### config.mk
export PLATFORM = sky130hd
export DESIGN_NAME = id_ex_stage
export DESIGN_NICKNAME = d
export VERILOG_FILES = /design/src/rtl/id_ex_stage.sv
export SDC_FILE = /design/constraint.sdc
export NUM_CORES = 1
export LEC_CHECK = 0
export CAP_MARGIN = 20
export CORE_MARGIN = 8
export CORE_UTILIZATION = 38
export CTS_CLUSTER_SIZE = 40
export DETAILED_ROUTE_END_ITERATION = 8
export MAX_ROUTING_LAYER = met4
export PLACE_DENSITY = 0.8
export SLEW_MARGIN = 20
export SYNTH_ARGS = -nofsm -noshare
export SYNTH_HDL_FRONTEND = slang
export SYNTH_SLANG_ARGS = --single-unit
### constraint.sdc
create_clock -name clk -period 6.6 [get_ports clk]
set_input_delay 1.32 -clock clk [delete_from_list [all_inputs] [get_ports clk]]
set_output_delay 1.32 -clock clk [all_outputs]
set_load 0.05 [all_outputs]
### src/rtl/id_ex_stage.sv
// id_ex_stage -- ID/EX pipeline register with load-use hazard detection.
//
// Purpose:
//   Registers the decode-stage control fields, operands and register indices
//   into the EX stage. A load in EX whose destination is read by the
//   instruction in decode raises Stall for one cycle and inserts a bubble.
//   A taken branch/jump resolved in EX (Flush) kills the instruction entering
//   EX and has priority over the stall. StallCount saturates at 16'hFFFF.
//
// Ports:
//   clk, rst          clock; asynchronous active-high reset
//   *_d               decode-stage control bits/fields, PC, operands, indices
//   Flush             kill the instruction entering EX
//   *_ex              registered copies of every *_d input (one-clock latency)
//   Valid_ex          EX slot holds a real instruction (0 = bubble)
//   Stall             combinational load-use stall request (holds PC, IF/ID)
//   StallCount        saturating count of clock edges taken with Stall=1
//
// Handshake: there is no valid/ready pair. On every rising edge the slot either
// captures the decode inputs (Flush=0, Stall=0) or is cleared to a bubble.

module id_ex_stage (
  input  logic        clk,
  input  logic        rst,
  input  logic        ALUASrc_d,
  input  logic        ALUBSrc_d,
  input  logic        DMWr_d,
  input  logic        RUWr_d,
  input  logic        DMRd_d,
  input  logic [3:0]  ALUOp_d,
  input  logic [4:0]  BrOp_d,
  input  logic [2:0]  DMCtrl_d,
  input  logic [1:0]  RUDATAWrSrc_d,
  input  logic [31:0] PC_d,
  input  logic [31:0] RUrs1_d,
  input  logic [31:0] RUrs2_d,
  input  logic [31:0] ImmExt_d,
  input  logic [4:0]  rs1_d,
  input  logic [4:0]  rs2_d,
  input  logic [4:0]  rd_d,
  input  logic        Flush,
  output logic        ALUASrc_ex,
  output logic        ALUBSrc_ex,
  output logic        DMWr_ex,
  output logic        RUWr_ex,
  output logic        DMRd_ex,
  output logic [3:0]  ALUOp_ex,
  output logic [4:0]  BrOp_ex,
  output logic [2:0]  DMCtrl_ex,
  output logic [1:0]  RUDATAWrSrc_ex,
  output logic [31:0] PC_ex,
  output logic [31:0] RUrs1_ex,
  output logic [31:0] RUrs2_ex,
  output logic [31:0] ImmExt_ex,
  output logic [4:0]  rs1_ex,
  output logic [4:0]  rs2_ex,
  output logic [4:0]  rd_ex,
  output logic        Valid_ex,
  output logic        Stall,
  output logic [15:0] StallCount
);

  typedef struct packed {
    logic        alua_src;
    logic        alub_src;
    logic        dm_wr;
    logic        ru_wr;
    logic        dm_rd;
    logic [3:0]  alu_op;
    logic [4:0]  br_op;
    logic [2:0]  dm_ctrl;
    logic [1:0]  ru_data_wr_src;
    logic [31:0] pc;
    logic [31:0] ru_rs1;
    logic [31:0] ru_rs2;
    logic [31:0] imm_ext;
    logic [4:0]  rs1;
    logic [4:0]  rs2;
    logic [4:0]  rd;
  } ex_slot_t;

  ex_slot_t    dec_slot;
  ex_slot_t    ex_d, ex_q;
  logic        valid_d, valid_q;
  logic [15:0] stall_count_d, stall_count_q;
  logic        load_use;
  logic        bubble;

  always_comb begin
    dec_slot = {ALUASrc_d, ALUBSrc_d, DMWr_d, RUWr_d, DMRd_d, ALUOp_d, BrOp_d,
                DMCtrl_d, RUDATAWrSrc_d, PC_d, RUrs1_d, RUrs2_d, ImmExt_d,
                rs1_d, rs2_d, rd_d};

    // Only registered state feeds the hazard check, so reset clears Stall.
    // x0 is never a real producer, hence the rd != 0 term.
    load_use = ex_q.dm_rd && valid_q && (ex_q.rd != 5'd0) &&
               ((ex_q.rd == rs1_d) || (ex_q.rd == rs2_d));

    // Flush wins: the stalled consumer is on the wrong path anyway.
    Stall  = load_use && !Flush;
    bubble = Flush || Stall;

    ex_d    = bubble ? ex_slot_t'('0) : dec_slot;
    valid_d = !bubble;

    stall_count_d = stall_count_q;
    if (Stall && (stall_count_q != 16'hFFFF)) begin
      stall_count_d = stall_count_q + 16'd1;
    end
  end

  always_ff @(posedge clk or posedge rst) begin
    if (rst) begin
      ex_q          <= '0;
      valid_q       <= 1'b0;
      stall_count_q <= '0;
    end else begin
      ex_q          <= ex_d;
      valid_q       <= valid_d;
      stall_count_q <= stall_count_d;
    end
  end

  assign ALUASrc_ex     = ex_q.alua_src;
  assign ALUBSrc_ex     = ex_q.alub_src;
  assign DMWr_ex        = ex_q.dm_wr;
  assign RUWr_ex        = ex_q.ru_wr;
  assign DMRd_ex        = ex_q.dm_rd;
  assign ALUOp_ex       = ex_q.alu_op;
  assign BrOp_ex        = ex_q.br_op;
  assign DMCtrl_ex      = ex_q.dm_ctrl;
  assign RUDATAWrSrc_ex = ex_q.ru_data_wr_src;
  assign PC_ex          = ex_q.pc;
  assign RUrs1_ex       = ex_q.ru_rs1;
  assign RUrs2_ex       = ex_q.ru_rs2;
  assign ImmExt_ex      = ex_q.imm_ext;
  assign rs1_ex         = ex_q.rs1;
  assign rs2_ex         = ex_q.rs2;
  assign rd_ex          = ex_q.rd;
  assign Valid_ex       = valid_q;
  assign StallCount     = stall_count_q;

endmodule

After elaboration in Yosys (flattened, before gate mapping):

Index checks and enable logic that the tools add are counted.

* bits in registers: 179
* logic and storage cells: 33

* $add $sub $neg: 1
* eq/ne operators: 3
* muxes and demuxes: 1
* reductions and logical operators: 10

Operator list (count)
* 2-to-1 mux 162 bit: 1
* adder 16 x 1 -> 16 bit (second input constant): 1
* != test 16 bit (second input constant): 1
* equality test 5 bit: 2
* logical AND 1 bit: 5
* nonzero test 5 bit: 1
* logical NOT 1 bit: 2
* logical OR 1 bit: 2

Depth between registers and ports, before layout:

Gate-level depths: netlist of run 1.

* depth in word-level cells: 6
* depth in mapped cells: 7

Least setup slack after synthesis of run 1:

Ideal clock, no wire load.

* path kind: input to output
* start point: input rs1_d[4]
* end point: output Stall
* data arrival time: 2899 ps
* data required time: 5280 ps
* slack: 2381 ps
* cell stages on the path: 6
* path buffers: 1
* path through: xnor2_1 -> nand3_1 -> o22ai_2 -> clkbuf_1 -> nand2_1 -> nor2_1

* cells in the longest elaborated chain, start to end: 4

Ends and longest elaborated chain
* start: declaration: line 38 `input logic [4:0] rs1_d,`
* equality test 5 bit: line 97 `((ex_q.rd == rs1_d) || (ex_q.rd == rs2_d));`
* logical OR 1 bit: line 97
* logical AND 1 bit: line 96 `load_use = ex_q.dm_rd && valid_q && (ex_q.rd != 5'd0) &&`
* logical AND 1 bit: line 100 `Stall = load_use && !Flush;`
* end: declaration: line 59 `output logic Stall,`

Every way passes these cells.

Worst setup path after layout of run 1:

* start point: input rs1_d[0]
* end point: output Stall

Same word-level chain as after synthesis.

==> results of run 1 <==
==> cells in the mapped netlist, types with 3 or more instances <==
master    number  area, um2
dfrtp_1      179       4480
and4_1         4       35.0
and2_1       164       1030
clkbuf_1       9       33.8
nand4_1       10       62.6
clkbuf_2       7       35.0
nor2_1         3       11.3
xnor2_1       25        219
and3_1         5       31.3
nand2_1        5       18.8
nand3_1       11       55.1
==> area by class of cell <==
cell class / count / area [um2]
Tap cell: 216 / 270
Antenna cell: 1 / 2.50
Timing Repair Buffer: 347 / 3510
Fill cell: 1156 / 5460
Clock buffer: 21 / 440
Sequential cell: 179 / 4480
Clock inverter: 11 / 80.1
Inverter: 1 / 8.76
Multi-Input combinational cell: 238 / 1580
==> flip-flops by register name, summed over array words and instances, names as in the netlist <==
name and count:
RUWr_ex 1, rs1_ex 5, DMCtrl_ex 3, rd_ex 5, rs2_ex 5, BrOp_ex 5, ALUBSrc_ex 1, RUDATAWrSrc_ex 2
StallCount 16, RUrs1_ex 32, ALUASrc_ex 1, ImmExt_ex 32, PC_ex 32, DMWr_ex 1, Valid_ex 1, DMRd_ex 1
RUrs2_ex 32, ALUOp_ex 4
==> cells by family after synthesis <==
family / count (synthesis) / share of synthesized area [%]
xor gates and xnor gates: 25 / 3.56
adders and majority gates: 1 / 0.204
muxes: 1 / 0.183
DFF: 179 / 72.9
AOI/OAI and AO/OA: 3 / 0.815
buffers and inverters: 19 / 1.45
and+or+nand+nor: 208 / 20.9
==> worst register-to-register path, delay by kind of cell, from the launching register on <==
kind,cells,cell delay (ns)
flops,1,0.49
compound gates,2,0.86
buf+inv,1,0.36
simple gates,2,0.67
==> layer usage <==
| metal | part of all wire, % | wire, um | vias to the layer above | global-route usage (%) |
|---|---|---|---|---|
| li1 | - | - | 2067 | - |
| met4 | 3.2 | 627 | 0 | 9.40 |
| met3 | 12 | 2400 | 38 | 10.2 |
| met1 | 34 | 6590 | 2165 | 18.4 |
| met5 | 0 | 0 | - | - |
| met2 | 50 | 9760 | 234 | 32.4 |
==> report_power, final <==
group          switching, mW  total, mW  internal, mW  leakage, nW
Sequential            0.0201       1.17          1.15         2.32
Clock                  0.418      0.900         0.483        0.244
Combinational          0.297      0.506         0.210         1.92
Total                  0.734       2.58          1.84         4.49
==> final timing paths <==
path,startpoint,end,slack (ns),cells past startpoint
worst max register to register,rd_ex[1],ImmExt_ex[16],4.16,5
worst min register to register,StallCount[7],StallCount[7],0.52,1
worst min-delay path,StallCount[7],StallCount[7],0.52,1
max in group asynchronous,rst,RUrs1_ex[26],4.16,3
worst max-delay path,rs1_d[0],Stall,1.57,7
min in group asynchronous,rst,RUrs1_ex[18],1.41,2
==> through the flow <==
stage	setup slack, ns	total power [mW]	std cells
after floorplan	0.421	1.46	436
after global placement	1.57	1.69	980
after detailed placement	1.54	1.70	980
after CTS	1.55	2.60	1012
after global routing	1.39	2.67	1014
final	1.57	2.58	1014
==> run_results.csv, run 1 <==
group,metric,value,unit
status,status,"complete, no violations",
clock_network,clk_latency,0.42,ns
route,drtAntennaViolNets,0,
run,max-cap-violations,0,
placed_design,place_congestion,0.878,
placed_design,dpl_cell_area,9820,um2
cells_and_area,fin_util,65.5,%
global_route,grt_use_total,19.6,%
clock_network,clockRootBuffer,"clkbuf_16",
floorplan,pin_count,345,
global_route,grt_max_degree,103,
clock_network,cts_sinks,179,
synth,netlist-cell-type-count,25,
power,irDropWorstVdd,0.000170,V
sta,hold_slack,0.519,ns
setup_path,crit_required,5.28,ns
global_route,grt_pass1_vias,5070,
setup_path,worstPathCellList,"clkdlybuf4s50_1 -> xnor2_1 -> nand3_1 -> o22ai_2 -> nand2_1 -> nor2_1 -> clkdlybuf4s50_1",
sta,fin_crit_sh,76.2,%
clock_network,cts_buffer_depth,2,
sta,fin_crit,5.03,ns
sta,hold_violations,0,
setup_path,max_stage_delay,0.82,ns
sta,clock.fmax,0.199,GHz
cells_and_area,final_common_cell,"clkdlybuf4s50_1",
floorplan,die_y,143,um
setup_path,path_max_fanout,17,
cells_and_area,syn_to_final_growth,68.7,%
sta,fin_skew,0.0108,ns
setup_path,crit_arrival,3.71,ns
route,drtIter0Drc,209,
cells_and_area,layout.nets,950,
floorplan,initial_core_util,38.8,%
synth,yosysSeqAreaShare,72.9,%
clock_network,tritoncts,"yes",
sta,slew_headroom,44.7,%
synth,async_flop_share,100,%
power,total_leakage_power,4.49,nW
setup_path,critical_path.slowest_cell,"clkdlybuf4s50_1",
setup_path,endpoint_kind,"primary output",
route,vias,4504,
clock_network,postCtsResizedCells,0,
floorplan,die-area,20500,um2
synth,ys_ff_latch,179,
floorplan,coreArea,15800,um2
floorplan,rows,46,
cells_and_area,layout_common_cells,"clkdlybuf4s50_1 (344), dfrtp_1 (179), and2_1 (164), xnor2_1 (25), clkbuf_16 (17)",
power,cellPowerDensity,249,nW/um2
placed_design,portBuffers,344,
cells_and_area,design_area,10400,um2
synth,avgSynthCellArea,14.1,um2
placed_design,dp_hpwl,15100,um
clock_network,clk_pin_slew_worst_paths,0.06,ns
route,drt_pass1_iterations,4,
sta,setup_tns,0,ns
synth,syn_area,6140,um2
route,drt_wl_total,19400,um
setup_path,cp_common_cell,"clkdlybuf4s50_1",
clock_network,cts_max_level,4,
synth,syn-num-nets,602,
setup_path,crit_buf_inv,2,
cells_and_area,drive_gt1_share,4.64,%
sta,rsz0062_at_grt,"false",
global_route,overflow,0,
route,drc,0,
sta,slew_violations,0,
sta,finalSetupViolCount,0,
clock_network,cts-hold-fix-buffers,0,
floorplan,die_x,143,um
setup_path,worstSetupStartpointType,"primary input",
synth,synth_edf_count,0,
sta,worstMarginPinSlew,0.830,ns
synth,ys.flop_type,"dfrtp_1",
synth,synth_warnings,0,
clock_network,cts_made_buffers,17,
global_route,grt_first_pass_wirelength,28700,um
clock_network,postCtsSetupBuffers,0,
route,wl_per_cell,19.1,um
global_route,antenna_found_initial,1,
setup_path,critPathTopFamily,"buffers and inverters",
setup_path,path_class,"in -> out",
hold_path,hold_class,"reg -> reg",
route,viasPerCell,4.44,
synth,synthCells,436,
Note: power is estimated with default switching activity, not from simulation.
==> run 2, diff against run 1 <==
==> constraint.sdc (replaced) <==
create_clock -name clk -period 4.75 [get_ports clk]
set_input_delay 0.95 -clock clk [delete_from_list [all_inputs] [get_ports clk]]
set_output_delay 0.95 -clock clk [all_outputs]
set_load 0.05 [all_outputs]
==> run 2 against run 1 <==
Against the previous run: clock power grew 50%; register-to-register slack lost 1.8 ns; via count is essentially flat; clock-buffer cell count decreased by 1; clock skew increased by 0.0012 ns; final area grew 0.45%; total power increased by 43%; sequential power grew 39%; routed wire length down 1.1%; combinational power increased by 39%; final cell count grew 0.39%.
==> run_results.csv, run 2 (synthesized netlist as in run 1, its figures left out) <==
group,metric,value,unit
status,status,"complete, no violations",
cells_and_area,final_common_cell,"clkdlybuf4s50_1",
sta,finalSetupViolCount,0,
route,drt_wl_total,19200,um
power,irDropWorstVdd,0.000220,V
global_route,grt_first_pass_wirelength,28800,um
sta,worstMarginPinSlew,0.786,ns
cells_and_area,stdcell_count,1018,
clock_network,postCtsResizedCells,0,
setup_path,crit_required,3.80,ns
sta,fin_crit_sh,81.3,%
setup_path,path_class,"in -> out",
clock_network,cts_max_level,4,
floorplan,die-area,20500,um2
route,drt_pass1_iterations,4,
floorplan,die_x,143,um
setup_path,worstSetupStartpointType,"primary input",
cells_and_area,syn_to_final_growth,69.5,%
sta,setup_tns,0,ns
route,drc,0,
setup_path,reg2reg_from,"rd_ex[0]",
global_route,grt_pass1_vias,5125,
clock_network,cts_made_buffers,17,
global_route,overflow,0,
placed_design,pre_cts_ws,0.879,ns
cells_and_area,fin_util,65.8,%
clock_network,clk_pin_slew_worst_paths,0.07,ns
sta,fin_skew,0.0121,ns
clock_network,clk_latency,0.42,ns
clock_network,postCtsSetupBuffers,0,
clock_network,tritoncts,"yes",
power,cellPowerDensity,353,nW/um2
global_route,grt_max_degree,97,
hold_path,hold_class,"reg -> reg",
clock_network,cts_sinks,179,
hold_path,hold_start,"StallCount[15]",
floorplan,initial_core_util,38.8,%
setup_path,crit_arrival,2.91,ns
placed_design,portBuffers,344,
sta,slew_headroom,47.6,%
placed_design,dp_hpwl,15000,um
setup_path,critPathLaunch,"rs2_d[0]",
floorplan,pin_count,345,
clock_network,cts-hold-fix-buffers,0,
global_route,grt_use_total,19.5,%
sta,clock.fmax,0.259,GHz
sta,fin_ws,0.887,ns
clock_network,clockRootBuffer,"clkbuf_16",
route,vias,4505,
power,total_leakage_power,4.51,nW
sta,fin_crit,3.86,ns
route,drtAntennaViolNets,0,
clock_network,cts_buffer_depth,2,
placed_design,place_congestion,0.927,
route,viasPerCell,4.43,
power,finalPower,3.67,mW
setup_path,endpoint_kind,"primary output",
floorplan,rows,46,
setup_path,path_max_fanout,2,
route,wl_per_cell,18.8,um
cells_and_area,layout.nets,953,
global_route,antenna_found_initial,2,
route,drtIter0Drc,156,
cells_and_area,layout_common_cells,"clkdlybuf4s50_1 (344), dfrtp_1 (179), and2_1 (164), xnor2_1 (25), clkbuf_16 (17)",
sta,hold_violations,0,
sta,slew_violations,0,
cells_and_area,drive_gt1_share,5.38,%
sta,rsz0062_at_grt,"false",
placed_design,dp_cells,984,
floorplan,coreArea,15800,um2
floorplan,die_y,143,um
run,max-cap-violations,0,
==> run 2: changes by cell type in the layout (fill, tap and decap cells not counted) <==
cell       change
buf_4          +5
clkbuf_1       -3
buf_16         -1
inv_6          +2
diode_2        +1
clkbuf_8       +2
bufinv_16      +1
clkinv_2       -2
buf_12         -1
==> run 2: final cells by class <==
cell class	count	area, um2
clock inverters	12	119
flip-flops and latches	179	4480
fillers	1173	5410
diodes	2	5.00
well taps	216	270
multi-input cells	238	1580
repair buffers	350	3500
inverters	1	7.51
clock buffers	20	457
==> run 2: stage by stage <==
step | hold slack, ns | area, um2
after floorplan | 0.811 | 6150
after global placement | 0.509 | 9830
after detailed placement | 0.510 | 9830
after CTS | 0.520 | 10400
after global routing | 0.543 | 10400
final | 0.515 | 10400
==> run 2: where the power goes <==
group          switching (mW)  total [mW]  internal (mW)
sequential             0.0265        1.63           1.60
combinational           0.411       0.701          0.290
clock                   0.588        1.35          0.759
==> run 2: worst max-delay path: stages <==
cell and delay [ns]:
clkdlybuf4s50_1 0.50, xnor2_1 0.14, nand3_1 0.15, o22ai_2 0.17
nand2_1 0.07, nor2_1 0.10, clkdlybuf4s50_1 0.82
==> run 2: final timing paths <==
| check | depth (start not counted) | endpoint | slack (ns) |
|---|---|---|---|
| worst max-delay path | 7 | Stall | 0.89 |
| worst min register to register | 1 | StallCount[15] | 0.52 |
| min in group asynchronous | 2 | RUrs2_ex[28] | 0.89 |
| worst max register to register | 5 | RUrs2_ex[11] | 2.35 |
| max in group asynchronous | 3 | BrOp_ex[0] | 2.74 |
| worst min-delay path | 1 | StallCount[15] | 0.52 |
==> run 2: per-layer routing <==
metal / vias up / track usage, % / routed length, um
met4: 0 / 8.11 / 475
met3: 34 / 8.61 / 2000
met5: - / - / 0
met1: 2165 / 19.5 / 6770
li1: 2071 / - / -
met2: 235 / 32.8 / 9910
==> run 3, diff against run 2 <==
==> constraint.sdc (replaced) <==
create_clock -name clk -period 3.9 [get_ports clk]
set_input_delay 0.78 -clock clk [delete_from_list [all_inputs] [get_ports clk]]
set_output_delay 0.78 -clock clk [all_outputs]
set_load 0.05 [all_outputs]
==> run 3 against run 2 <==
Against the previous run: final area is 0.72% higher; highest routed layer unchanged; combinational power is 22% higher; clock-buffer cell count is 1 lower; largest cell class unchanged; global-route usage is 0.45 points higher; final cell count hardly changed; sequential cell count stayed put; via count is 0.84% higher.
==> run_results.csv, run 3 (synthesized netlist as in run 1, its figures left out) <==
group,metric,value,unit
status,status,"complete, no violations",
cells_and_area,final_common_cell,"clkdlybuf4s50_1",
placed_design,place_congestion,0.885,
global_route,overflow,0,
sta,setup_tns,0,ns
clock_network,postCtsResizedCells,0,
clock_network,cts_buffer_depth,2,
global_route,met1_usage,20.3,%
setup_path,rr_endpoint,"DMCtrl_ex[2]",
power,p_sw_share,27.5,%
cells_and_area,stdcell_count,1019,
setup_path,crit_arrival,2.22,ns
cells_and_area,layout.nets,955,
setup_path,endpoint_kind,"primary output",
setup_path,reg2reg_from,"rd_ex[0]",
floorplan,die-area,20500,um2
setup_path,path_max_fanout,2,
clock_network,cts-hold-fix-buffers,0,
global_route,grt_use_total,20.0,%
clock_network,postCtsSetupBuffers,0,
floorplan,pin_count,345,
floorplan,coreArea,15800,um2
sta,fin_crit,3.00,ns
route,drtIter0Drc,238,
floorplan,die_y,143,um
sta,rsz0062_at_grt,"false",
global_route,grt_pass1_vias,5196,
global_route,grt_max_degree,100,
power,pwr-share-comb,18.6,%
clock_network,cts_sinks,179,
clock_network,clk_pin_slew_worst_paths,0.06,ns
power,switching_power,1.26,mW
setup_path,path_class,"in -> out",
route,viasPerCell,4.46,
global_route,grt_busiest_layer,"met2",
setup_path,cp.depth,7,
power,pwr-share-seq,43.1,%
hold_path,whs_path_depth,1,
global_route,grt_first_pass_wirelength,29800,um
power,total_leakage_power,4.55,nW
sta,clock.fmax,0.333,GHz
sta,fin_crit_sh,77.0,%
placed_design,dpl_cell_area,9870,um2
clock_network,cts_made_buffers,17,
placed_design,dp_cells,986,
cells_and_area,layout_common_cells,"clkdlybuf4s50_1 (343), dfrtp_1 (179), and2_1 (164), xnor2_1 (25), clkbuf_16 (17)",
clock_network,tritoncts,"yes",
global_route,use_met3,8.71,%
power,cellPowerDensity,439,nW/um2
clock_network,cts_max_level,4,
setup_path,crit_buf_inv,2,
hold_path,hold_class,"reg -> reg",
power,p_int,3.34,mW
cells_and_area,multi_input_comb_area,1580,um2
cells_and_area,seqCellArea,4480,um2
setup_path,critPathTopFamily,"buffers and inverters",
setup_path,worstPathCellList,"clkdlybuf4s50_1 -> xnor2_1 -> nand3_1 -> o22ai_2 -> nand2_1 -> nor2_1 -> buf_12",
sta,finalSetupViolCount,0,
setup_path,critical_path.slowest_cell,"clkdlybuf4s50_1",
sta,fin_skew,0.00818,ns
run,max-cap-violations,0,
clock_network,clockRootBuffer,"clkbuf_16",
route,wl_per_cell,19.3,um
floorplan,rows,46,
cells_and_area,drive_gt1_share,5.74,%
sta,slew_headroom,50.9,%
cells_and_area,design_area,10500,um2
route,drt_wl_total,19600,um
clock_network,clk_latency,0.42,ns
route,drtAntennaViolNets,0,
setup_path,max_stage_delay,0.50,ns
placed_design,dp_hpwl,15400,um
cells_and_area,syn_to_final_growth,70.7,%
route,drt_pass1_iterations,6,
placed_design,portBuffers,344,
setup_path,critPathLaunch,"rs1_d[0]",
route,vias,4543,
global_route,use_met2,33.4,%
power,irDropWorstVdd,0.000265,V
sta,slew_violations,0,
sta,worstMarginPinSlew,0.734,ns
setup_path,worstSetupEndpoint,"Stall",
floorplan,die_x,143,um
setup_path,crit_required,3.12,ns
setup_path,rr_worst_depth,5,
cells_and_area,fillers,1151,
route,drc,0,
sta,hold_violations,0,
setup_path,rrSetupSlack,1.39,ns
floorplan,initial_core_util,38.8,%
power,pwr-share-clk,38.3,%
setup_path,worstSetupStartpointType,"primary input",
global_route,antenna_found_initial,1,
-- run 3: changes by cell type in the layout (fill, tap and decap cells not counted), sizes merged --
| cell | previous run | this run |
|---|---|---|
| inv | 5 | 4 |
| diode | 2 | 1 |
| clkbuf | 20 | 19 |
| buf | 6 | 9 |
| bufinv | 1 | 3 |
| clkdlybuf4s50 | 344 | 343 |
-- run 3: layer usage --
metal  wire (um)  up-vias
li1            -     2071
met1        6900     2205
met2       10200      233
met3        2050       34
met4         486        0
met5           0        -
-- run 3: through the flow --
| step | util, % | total power, mW | setup WS (ns) | hold WS, ns |
|---|---|---|---|---|
| 2_1_floorplan | - | 2.47 | 0.761 | 0.811 |
| 3_3_place_gp | 62.4 | 2.87 | 0.919 | 0.500 |
| 3_5_place_dp | 62.4 | 2.88 | 0.774 | 0.510 |
| 4_1_cts | 66.3 | 4.66 | 0.880 | 0.519 |
| 5_1_grt | 66.3 | 4.78 | 0.825 | 0.545 |
| 6_report | 66.3 | 4.60 | 0.897 | 0.519 |
-- run 3: power groups by stage --
stage	Sequential (mW)	Clock (mW)	Combinational (mW)
detailed placement	2.02	0	0.867
CTS	1.98	1.81	0.870
floorplan	2.35	0	0.125
global placement	2.01	0	0.855
finish	1.98	1.76	0.858
global route	1.99	1.89	0.902
-- run 3: cell type report --
class                           count  area share, %
Sequential cell                   179           42.7
Timing Repair Buffer              352           33.7
Multi-Input combinational cell    238           15.0
Clock buffer                       19           4.22
Tap cell                          216           2.58
Clock inverter                     13           1.65
Inverter                            1         0.0716
Antenna cell                        1         0.0239
-- run 3: worst reg2reg max path: stages, from the launching register on --
cell     delay, ns
dfrtp_1       0.45
or3_1         0.43
o311a_4       0.38
a21oi_4       0.62
buf_4         0.39
and2_1        0.19
-- run 3: how the worst min path moves through the flow --
stage / to / startpoint
after detailed placement: StallCount[8] / StallCount[8]
final: StallCount[8] / StallCount[8]
after CTS: StallCount[8] / StallCount[8]
after global routing: StallCount[8] / StallCount[8]
after global placement: StallCount[8] / StallCount[8]
after floorplan: StallCount[11] / StallCount[11]
